File: src/rtl/mem_arbiter.sv
// Round-robin arbiter sharing one fixed-latency memory port between an
// instruction-fetch requester and a data load/store requester.
module mem_arbiter #(
  parameter int MEM_LATENCY = 1
) (
  input  logic        clk,
  input  logic        nrst,
  input  logic        if_req,
  input  logic [31:0] if_addr,
  output logic        if_ack,
  output logic [31:0] if_rdata,
  input  logic        d_req,
  input  logic        d_we,
  input  logic [31:0] d_addr,
  input  logic [63:0] d_wdata,
  input  logic [7:0]  d_wmask,
  output logic        d_ack,
  output logic [63:0] d_rdata,
  output logic        mem_en,
  output logic        mem_we,
  output logic [31:0] mem_addr,
  output logic [63:0] mem_wdata,
  output logic [7:0]  mem_wmask,
  input  logic [63:0] mem_rdata,
  output logic        busy
);
  typedef enum logic [1:0] {IDLE, ISSUE, WAIT, RESP} state_t;

  localparam logic       OWN_FETCH = 1'b0;
  localparam logic       OWN_DATA  = 1'b1;
  localparam logic [1:0] CNT_LAST  = 2'(MEM_LATENCY - 1);

  state_t      state, state_nxt;
  logic        last_grant;
  logic        owner;
  logic        grant_data;
  logic        any_req;
  logic        capture;
  logic [1:0]  cnt;
  logic [31:0] addr_q;
  logic        we_q;
  logic [63:0] wdata_q;
  logic [7:0]  wmask_q;

  assign any_req    = if_req | d_req;
  // On a tie the side that did not win last time gets the port.
  assign grant_data = d_req & (~if_req | (last_grant == OWN_FETCH));
  assign capture    = (state == WAIT) && (cnt == CNT_LAST);

  always_ff @(posedge clk) begin
    if (!nrst) begin
      state      <= IDLE;
      last_grant <= OWN_FETCH;
      owner      <= OWN_FETCH;
      cnt        <= 2'd0;
      addr_q     <= '0;
      we_q       <= 1'b0;
      wdata_q    <= '0;
      wmask_q    <= '0;
      if_rdata   <= '0;
      d_rdata    <= '0;
    end else begin
      state <= state_nxt;
      cnt   <= (state == WAIT && !capture) ? cnt + 2'd1 : 2'd0;
      if (state == IDLE && any_req) begin
        owner      <= grant_data;
        last_grant <= grant_data;
        addr_q     <= grant_data ? d_addr : if_addr;
        we_q       <= grant_data & d_we;
        // Only stores carry write data/mask onto the memory bus.
        wdata_q    <= (grant_data && d_we) ? d_wdata : '0;
        wmask_q    <= (grant_data && d_we) ? d_wmask : '0;
      end
      if (capture) begin
        if (owner == OWN_FETCH)
          if_rdata <= addr_q[2] ? mem_rdata[63:32] : mem_rdata[31:0];
        else if (!we_q)
          d_rdata <= mem_rdata;
      end
    end
  end

  always_comb begin
    state_nxt = state;
    mem_en    = 1'b0;
    mem_we    = 1'b0;
    mem_wmask = '0;
    if_ack    = 1'b0;
    d_ack     = 1'b0;
    case (state)
      IDLE:  if (any_req) state_nxt = ISSUE;
      ISSUE: begin
        state_nxt = WAIT;
        mem_en    = 1'b1;
        mem_we    = we_q;
        mem_wmask = wmask_q;
      end
      WAIT:  if (capture) state_nxt = RESP;
      RESP:  begin
        state_nxt = IDLE;
        if_ack    = (owner == OWN_FETCH);
        d_ack     = (owner == OWN_DATA);
      end
      default: state_nxt = IDLE;
    endcase
  end

  assign mem_addr  = addr_q;
  assign mem_wdata = wdata_q;
  assign busy      = (state != IDLE);
endmodule

File: config.mk
export PLATFORM = sky130hd
export DESIGN_NAME = mem_arbiter
export DESIGN_NICKNAME = d
export VERILOG_FILES = /design/src/rtl/mem_arbiter.sv
export SDC_FILE = /design/constraint.sdc
export NUM_CORES = 1
export LEC_CHECK = 0
export BUFFER_PORTS_ARGS = -buffer_cell sky130_fd_sc_hd__buf_2
export CELL_PAD_IN_SITES_DETAIL_PLACEMENT = 1
export CELL_PAD_IN_SITES_GLOBAL_PLACEMENT = 2
export CORE_ASPECT_RATIO = 2
export CORE_MARGIN = 2
export CORE_UTILIZATION = 24
export CTS_CLUSTER_SIZE = 30
export DETAILED_ROUTE_END_ITERATION = 16
export GPL_TIMING_DRIVEN = 1
export PLACE_DENSITY = 0.76
export SYNTH_ARGS = -nofsm -noshare
export SYNTH_HDL_FRONTEND = slang
export SYNTH_SLANG_ARGS = --single-unit
File: constraint.sdc
create_clock -name clk -period 2 [get_ports clk]
set_input_delay 0.2 -clock clk [delete_from_list [all_inputs] [get_ports clk]]
set_output_delay 0.2 -clock clk [all_outputs]
set_load 0.03 [all_outputs]
After elaboration in Yosys (flattened, before gate mapping)
Cells that the tools add are included.
Operators by class
  reductions and logical operators: 12
  equality and inequality tests: 5
  bitwise operators: 7
  mux-type cells: 12
  add/subtract/negate cells: 1
Operator list (number)
  $mux 32: 2
  $mux 64: 1
  $mux 8: 2
  $pmux 2 s4: 1
  $reduce_and 2->1: 3
  $eq 2x2->1 const B: 2
  $logic_and 1x1->1: 4
  $logic_not 2->1: 2
  $mux 1: 4
  $mux 2: 2
  $ne 2x2->1 const B: 2
  $not 1->1: 3
  $reduce_and 3->1: 1
  $add 2x1->2 const B: 1
  $and 1x1->1: 2
  $eq 2x1->1 const B: 1
  $or 1x1->1: 2
  $reduce_bool 2->1: 1
  $logic_not 1->1: 1
Storage, ports and cells
  output and inout port bits: 205
  flip-flop bits (word level): 206
  bits of input ports: 205

Longest topological paths before layout
Gate-level depths: netlist (run 1).
  depth in word-level cells: 5
  depth in mapped cells: 7
  depth with buffers taken out: 5

Least setup slack after synthesis (run 1)
Ideal clock, no wire load.
  path kind: flip-flop to flip-flop
  start point: reg state[0]
  end point: reg wdata_q[0] (netlist: mem_wdata[0])
  required time: 1941 ps
  period minus slack after synthesis: 1511 ps
  stages on the path, launching flop included: 8
  slack: 489 ps
  arrival time: 1451 ps
  cell sequence: dfxtp_1 > inv_1 > ha_1 > buf_2 > o21a_1 > nor2_2 > buf_2 > a22o_1
Between the ends
  cells in the longest elaborated chain, start to end: 2
RTL lines
  start: declaration: RTL line 33  | state_t state, state_nxt;
  start signal: assignment: RTL line 63  | state <= state_nxt;
  $logic_not 2->1: RTL line 65  | if (state == IDLE && any_req) begin
  $logic_and 1x1->1: RTL line 65
  end signal: assignment: RTL line 71  | wdata_q <= (grant_data && d_we) ? d_wdata : '0;
  end: declaration: RTL line 42  | logic [63:0] wdata_q;
No other way between the ends.
A chain may end at the register's enable or synchronous reset.

Final worst setup path (run 1)
  start point: reg state[0]
  end point: out busy
Between the ends
  cells in the longest elaborated chain, start to end: 1
RTL lines
  $reduce_bool 2->1: RTL line 110  | assign busy = (state != IDLE);
  end: declaration: RTL line 25  | output logic busy
No other way between the ends.

==> flow_results.org, run 1 <==
** Logic synthesis
- Part of the Yosys area used for sequential elements :: 54.88%
- Among all flip-flop cells after synthesis, the most frequent one is sky130_fd_sc_hd__dfxtp_1.
- Syn Nets :: 1020
- Netlist area before placement :: 7515 µm²
- Total of flip-flops plus latches after synthesis :: 206
- sky130_fd_sc_hd__dfxtp_1 takes more of the synthesized area than any other cell.
- Number of synthesized flops with an enable pin :: 0
- Async SR Flop Fraction :: 0%
- Synthesis produced a netlist whose cell count is 809.
- A synthesized cell averages 9.289 µm².
- Dominant cells by area after synthesis :: sky130_fd_sc_hd__dfxtp_1 (55%), sky130_fd_sc_hd__a21oi_1 (8.7%), sky130_fd_sc_hd__a22o_1 (8.4%), sky130_fd_sc_hd__nand2_1 (8.1%), sky130_fd_sc_hd__mux2i_1 (4.4%)
- Fraction of post-synthesis cell area in the top cell type by area :: 54.88%
- For this run, the number of Yosys warnings is 0.
- Number of library cell types mapped by synthesis :: 31
- In the synthesized netlist, the cells that appear most often are sky130_fd_sc_hd__dfxtp_1 (206), sky130_fd_sc_hd__nand2_1 (162), sky130_fd_sc_hd__a21oi_1 (130).
- Dominant cell by count in the synthesized netlist :: sky130_fd_sc_hd__dfxtp_1

** Pwr
- Switching Fraction :: 38.37%
- Leakage :: 5.887 nW
- Sequential cells burn 35.9% of the power.
- Worst VDD drop :: 0.0006930 V
- The internal power of the cells totals 8.897 mW.
- Switching power :: 5.540 mW
- Pwr Density :: 1122 nW/µm²
- Power share of the clock group :: 27.4%
- Combinational logic burns 36.7% of the power.

** Final layout
- Of the cells placed in the final design, the portion with a size suffix greater than 1 is 33.94%.
- Non-Filler Instances :: 1839
- Area grow syn2layout :: 71.19%
- Nets :: 1615

** Place
- The congestion estimate from routability-driven global placement came to 0.7925.
- Number of placed instances with taps included :: 1594
- The count of buffers added on input and output ports is 409.
- After legalization and detailed placement, the total HPWL measured 22630 µm.

** STA
- In this run the tightest slew margin relative to its limit is 61.86%.
- Setup violations remaining at the end of the flow were counted as 0.
- In the final timing run, aggregate negative setup slack is 0 ps.
- Count of final max-slew check failures :: 0
- Post-route fraction of the period consumed by the critical path :: 94.29%
- Timing would allow up to 0.5303 GHz.
- The number of endpoints with negative hold slack in the final report came to 0.
- Minimum clock period after layout :: 1886 ps
- Unrepaired setup endpoints after global routing :: no
- Transition time at the pin with the least slew margin :: 572.1 ps
- Worst Skew :: 22.64 ps

** Routing
- Post-detailed-route DRC marker count :: 0
- In the final routed layout, each cell accounts on average for 18.47 µm.
- Via-to-Cell Ratio :: 4.572
- The routed layout has 8408 vias.
- Detailed-router iteration count before antenna repair :: 4
- Final ANT Viol Nets :: 0
- After the first detailed-routing iteration, the DRC count stood at 362.
- Wires add up to 33970 µm.

** Critical path
- The startpoint identified for the worst register-to-register timing path is state[0].
- Worst R2R Path Depth :: 7
- In this run the register-to-register setup slack is 190 ps.
- STA classifies the critical path endpoint as a primary output.
- Along the worst path, the maximum fanout reaches 8.
- Required time of the worst setup path :: 1800 ps
- Cell-by-cell listing of the critical path :: inv_1, ha_1, buf_4, inv_1, buf_2
- Arrival time of data at the critical path endpoint :: 1690 ps
- Dominant cell type by count on the critical path :: sky130_fd_sc_hd__inv_1
- The worst setup path is launched from a register.
- Delay contributed by the slowest stage of the critical path :: 390 ps
- On the critical path the largest part of the delay comes from buffers and inverters.
- Count of buffering cells on the critical path with inverters included :: 4
- On the critical path, the stage with the largest delay is an instance of sky130_fd_sc_hd__dfxtp_1.
- The setup path with the least slack is of type reg -> out.
- Worst reg2reg endpoint :: mem_wdata[63]

** Hold path
- Worst Hold Class :: in -> reg
- Cell count of the worst hold path :: 3
- The worst hold path terminates at mem_addr[2].
- The worst hold path begins at d_addr[2].

** Floorplanning
- The floorplan step set the die width to 129.1 µm.
- From bottom edge to top edge, the die measures 254.2 µm.
- During I/O placement, the number of pins put on the boundary was 410.
- The floorplan step defined a die boundary enclosing 32830 µm².
- The floorplan has 91 rows.
- Initial cell density of the core :: 24.35%
- The core region is 30860 µm².

** Global route
- Grt total ovfl :: 0
- Entering global routing, the biggest net connects 99 pins.
- The first global-routing pass estimated 50430 µm of wire.
- The number of global-route vias before repair was 9052.
- Global routing used 19.48% of the available tracks across all layers.
- Number of antenna violations at the first check in global routing :: 1

** Clocking
- Clock root cell :: sky130_fd_sc_hd__clkbuf_16
- Htree depth :: 1
- Number of clock sinks seen by CTS :: 206
- TritonCTS built the clock tree.
- Maximum number of buffers from clock root to sink :: 3
- Register clock-pin slew on the reported worst setup and hold paths :: 70 ps
- Total CTS buffers :: 21
- Clock Latency Late Sink :: 520 ps

** Status
- The run finished with clean final reports.

** Job
- The tool flagged a number of max-cap violations equal to 0.
[worst register-to-register path: cells and delay by family (launching register included)]
family	cells	cell delay, ps
DFF	1	390
AOI/OAI and AO/OA	2	320
buffers and inverters	3	550
adders and majority gates	1	240
and+or+nand+nor	1	260
[cell type report]
class / instances / area [µm²]
diodes: 4 / 10.01
clock inverters: 6 / 58.81
inverters: 6 / 23.77
fillers: 3703 / 17990
flip-flops and latches: 206 / 4126
clock buffers: 30 / 609.3
repair buffers: 638 / 4436
multi-input cells: 531 / 3078
well taps: 418 / 523.0
[layer usage]
metal	up-vias	GRT usage, %	wire length (µm)
li1	4009	-	-
met1	4027	20.20	11990
met2	286	36.90	18720
met3	86	3.105	1597
met4	0	9.907	1660
met5	-	0	0
[metrics by stage]
step	worst slack [ps]	util, %	power, mW	hold WS [ps]	instance area [µm²]
floorplan	489.4	-	8.359	318.7	7515
global placement	103.6	32.78	10.09	415.9	10110
detailed placement	29.32	32.78	10.18	420.9	10110
CTS	0.6040	41.47	14.54	24.93	12790
global route	0.3140	41.67	15.22	62.22	12860
finish	114.1	41.69	14.44	47.33	12860
[worst max-delay path by stage]
stage             start             to  slack [ps]  cells past startpoint
6_report       state[0]           busy         110                      5
5_1_grt        state[0]   if_rdata[14]         0.3                      6
4_1_cts        state[0]  mem_wdata[40]         0.6                      5
3_5_place_dp   state[0]  mem_wdata[35]          30                      5
3_3_place_gp   state[0]  mem_wdata[32]         100                      5
2_1_floorplan  state[0]   mem_wdata[0]         490                      7
[cell families after synthesis]
kind of cell             count (synthesis)  share of synthesized area [%]
AND/OR/NAND/NOR                        216                          11.74
multiplexers                            33                          4.396
buffers and inverters                   74                          4.728
adder cells (fa/ha/maj)                  6                         0.9990
AO/OA/AOI/OAI                          274                          23.26
flip-flops                             206                          54.88
[registers in the layout (all words and copies together), names as in the netlist]
signal     cells
d_rdata       64
mem_wdata     64
if_rdata      32
mem_addr      32
wmask_q        8
cnt            2
state          2
owner          1
we_q           1
[what timing repair did]
item	CTS	global route
setup buffers	0	2
endpoints found under the setup margin	0	136
endpoints found under the hold margin	170	0
hold buffers	201	0
resized for setup	0	4
[power by group through the flow]
stage / clock [mW] / combinational, mW / sequential [mW]
4_1_cts: 4.10 / 5.26 / 5.17
6_report: 3.95 / 5.30 / 5.19
3_5_place_dp: 0 / 4.93 / 5.25
2_1_floorplan: 0 / 1.95 / 6.41
5_1_grt: 4.23 / 5.73 / 5.26
3_3_place_gp: 0 / 4.87 / 5.23
[placed cells by master (no fill, tap or decap), types with 6 or more instances in the layout]
| master | n |
|---|---|
| sky130_fd_sc_hd__dlygate4sd3_1 | 201 |
| sky130_fd_sc_hd__nand2_1 | 162 |
| sky130_fd_sc_hd__a21oi_1 | 130 |
| sky130_fd_sc_hd__ha_1 | 6 |
| sky130_fd_sc_hd__o21ai_0 | 32 |
| sky130_fd_sc_hd__a22o_1 | 72 |
| sky130_fd_sc_hd__dfxtp_1 | 204 |
| sky130_fd_sc_hd__buf_2 | 409 |
| sky130_fd_sc_hd__buf_12 | 13 |
| sky130_fd_sc_hd__clkbuf_16 | 21 |
| sky130_fd_sc_hd__nor2_1 | 34 |
| sky130_fd_sc_hd__and2_1 | 10 |
| sky130_fd_sc_hd__mux2i_1 | 33 |
| sky130_fd_sc_hd__a211oi_1 | 32 |
| sky130_fd_sc_hd__buf_4 | 14 |
Note: power is estimated with default switching activity, not from simulation.
==> run 2, diff against run 1 <==
--- a/config.mk
+++ b/config.mk
@@ -14,6 +14,7 @@
 export CTS_CLUSTER_SIZE = 30
 export DETAILED_ROUTE_END_ITERATION = 16
 export GPL_TIMING_DRIVEN = 1
+export HOLD_SLACK_MARGIN = 0.15
 export PLACE_DENSITY = 0.76
 export SYNTH_ARGS = -nofsm -noshare
 export SYNTH_HDL_FRONTEND = slang
==> flow_results.org, run 2 (synthesis results as in run 1) <==
** STA
- The final count of pins violating max slew is 0 (unchanged).
- Worst Skew :: 22.81 ps (was 22.64 ps)
- The number of endpoints with negative hold slack in the final report was 0 (unchanged).
- The worst setup margin came to 113.2 ps (was 114.1 ps).
- Count of final setup violators :: 0 (unchanged)
- Unrepaired setup endpoints after global routing :: no (unchanged)
- The worst hold margin came to 247.9 ps (was 47.33 ps).
- Setup TNS after final layout :: 0 ps (unchanged)
- Minimum clock period after layout :: 1887 ps (was 1886 ps)
- The portion of the clock cycle consumed by the worst path in the final layout is 94.34% (was 94.29%).
- The tightest slew margin relative to the limit was 60.68% (was 61.86%).
- Highest achievable clock rate :: 0.5300 GHz (was 0.5303 GHz)
- The actual slew at the worst max-slew pin was 589.9 ps (was 572.1 ps).

** Final layout
- The combined flip-flop and latch cell area came to 4126 µm² (unchanged).
- Post-route design area :: 12900 µm² (was 12860 µm²)
- Highest-count cells in the layout ignoring fill and taps: sky130_fd_sc_hd__buf_2 (409), sky130_fd_sc_hd__dfxtp_1 (204), sky130_fd_sc_hd__dlygate4sd3_1 (204) (was sky130_fd_sc_hd__buf_2 (409), sky130_fd_sc_hd__dfxtp_1 (204), sky130_fd_sc_hd__dlygate4sd3_1 (201)).
- Filler cell count :: 3713 (was 3703)
- Utilization of the core after routing :: 41.81% (was 41.69%)
- The area of the multi-input gates is 3078 µm² (unchanged).
- The most frequent standard cell in the layout excluding fill and tap cells is sky130_fd_sc_hd__buf_2 (unchanged).
- Non-Filler Instances :: 1844 (was 1839)
- Area grow syn2layout :: 71.66% (was 71.19%)
- The share of cells above drive strength 1 was 33.87% (was 33.94%).
- Nets :: 1618 (was 1615)

** Global route
- The initial antenna violation count is 3 (was 1).
- Vias in the first global route :: 9073 (was 9052)
- Combined global-route utilization of all metal layers :: 19.54% (was 19.48%)
- Pin count of the biggest net entering global routing :: 99 (unchanged)
- The total overflow reported by the global router was 0 (unchanged).
- The first-pass GRT wire length came to 50450 µm (was 50430 µm).

** Routing
- Total number of vias :: 8440 (was 8408)
- The aggregate routed wire length came to 34200 µm (was 33970 µm).
- Final ANT Viol Nets :: 0 (unchanged)
- Detailed-router iteration count before antenna repair :: 4 (unchanged)
- Via-to-Cell Ratio :: 4.577 (was 4.572)
- Violation count after the first detailed-routing iteration :: 337 (was 362)
- The number of design rule violations left after detail routing came to 0 (unchanged).
- The routed length per instance was 18.55 µm (was 18.47 µm).

** Critical path
- Required time of the worst setup path :: 1800 ps (about the same)
- Launching instance or port of the critical path :: state[1] (was state[0])
- The arrival time at the worst endpoint is 1690 ps (about the same).
- The startpoint type of the worst setup path is a register (unchanged).
- The endpoint of the most critical register-to-register path was mem_wdata[63] (unchanged).
- CP Capture Type :: primary output (unchanged)
- The largest driver fanout on the critical path is 11 (was 8).
- Slack of the worst reg-to-reg path :: 190 ps (about the same)
- Reg-to-reg critical path startpoint :: state[0] (unchanged)
- Worst R2R Path Depth :: 7 (unchanged)
- The critical setup path kind is reg -> out (unchanged).

** Place
- The placed instance area came to 10110 µm² (unchanged).
- The number of buffer cells added on primary ports came to 409 (unchanged).
- Worst Setup Slack post-DPL :: 29.32 ps (unchanged)
- The detailed-placement wirelength estimate was 22630 µm (unchanged).
- The number of placed instances with taps included was 1594 (unchanged).
- The routability-driven placement congestion ratio is 0.7925 (unchanged).

** Job
- Max Cap Violations :: 0 (unchanged)

** Status
- Outcome :: completed (unchanged)

** Clocking
- The number of buffers on the longest clock path is 3 (unchanged).
- The CTS clock-pin slew for the worst setup and hold paths was 70 ps (about the same).
- Clock Latency Late Sink :: 520 ps (about the same)
- The count of H-tree levels built during CTS was 1 (unchanged).
- The count of clock tree sinks is 206 (unchanged).
- The library cell used as clock root buffer was sky130_fd_sc_hd__clkbuf_16 (unchanged).
- Total CTS buffers :: 21 (unchanged)
- Clock tree from TritonCTS :: yes (unchanged)

** Hold path
- Worst Hold Class :: in -> reg (unchanged)
- The end of the worst hold path was state[1] (was mem_addr[2]).
- Origin of the worst min-delay path :: d_req (was d_addr[2])
- The number of cells on the worst hold path was 4 (was 3).

** Pwr
- Leakage :: 5.902 nW (was 5.887 nW)
- The total power per unit cell area was 1120 nW/µm² (was 1122 nW/µm²).
- Post-layout power :: 14.45 mW (was 14.44 mW)
- The worst ir drop on vdd came to 0.0006949 V (was 0.0006930 V).

** Floorplanning
- The horizontal die dimension came to 129.1 µm (unchanged).
- Initial cell density of the core :: 24.35% (unchanged)
- The number of placed I/O pins came to 410 (unchanged).
- Row count :: 91 (unchanged)
- The core area is 30860 µm² (unchanged).
- Total die area :: 32830 µm² (unchanged)
- The die span in y was 254.2 µm (unchanged).
[run 2: worst max path at each step]
stage / to / slack, ps / depth (start not counted)
finish: mem_wmask[3] / 110 / 5
global placement: mem_wdata[32] / 100 / 5
global route: if_rdata[14] / 0.3 / 6
floorplan: mem_wdata[0] / 490 / 7
CTS: mem_wdata[40] / 0.6 / 5
detailed placement: mem_wdata[35] / 30 / 5
[run 2: cell type report]
type | instances | area share, %
Antenna cell | 6 | 0.1164
Clock buffer | 30 | 4.724
Clock inverter | 6 | 0.4559
Inverter | 6 | 0.1843
Multi-Input combinational cell | 531 | 23.86
Sequential cell | 206 | 31.99
Tap cell | 418 | 4.054
Timing Repair Buffer | 641 | 34.62
[run 2: power by group]
part / leakage [nW] / internal (mW) / total [mW] / switching [mW]
combinational: 3.89 / 1.88 / 5.32 / 3.45
clock: 0.334 / 2.24 / 3.94 / 1.70
sequential: 1.68 / 4.79 / 5.19 / 0.400
total: 5.90 / 8.91 / 14.5 / 5.55
[run 2: worst max-delay path, cell delays in order, from the launching register on]
cell                      delay [ps]
sky130_fd_sc_hd__dfxtp_2         360
sky130_fd_sc_hd__inv_1            80
sky130_fd_sc_hd__ha_1            180
sky130_fd_sc_hd__buf_4           180
sky130_fd_sc_hd__and2_1          170
sky130_fd_sc_hd__buf_2           190
[run 2: what timing repair did]
action / CTS / global route
setup buffers: 0 / 2
hold buffers: 204 / 0
gates resized for setup: 0 / 4
endpoints found under the setup margin: 0 / 136
hold endpoints to repair: 205 / 0
[run 2: routing by layer]
layer	vias to the layer above	wire, µm	GRT usage, %
met5	-	0	0
met4	0	1808	10.65
met3	92	1563	3.168
met2	284	18660	36.63
met1	4049	12170	20.26
li1	4015	-	-
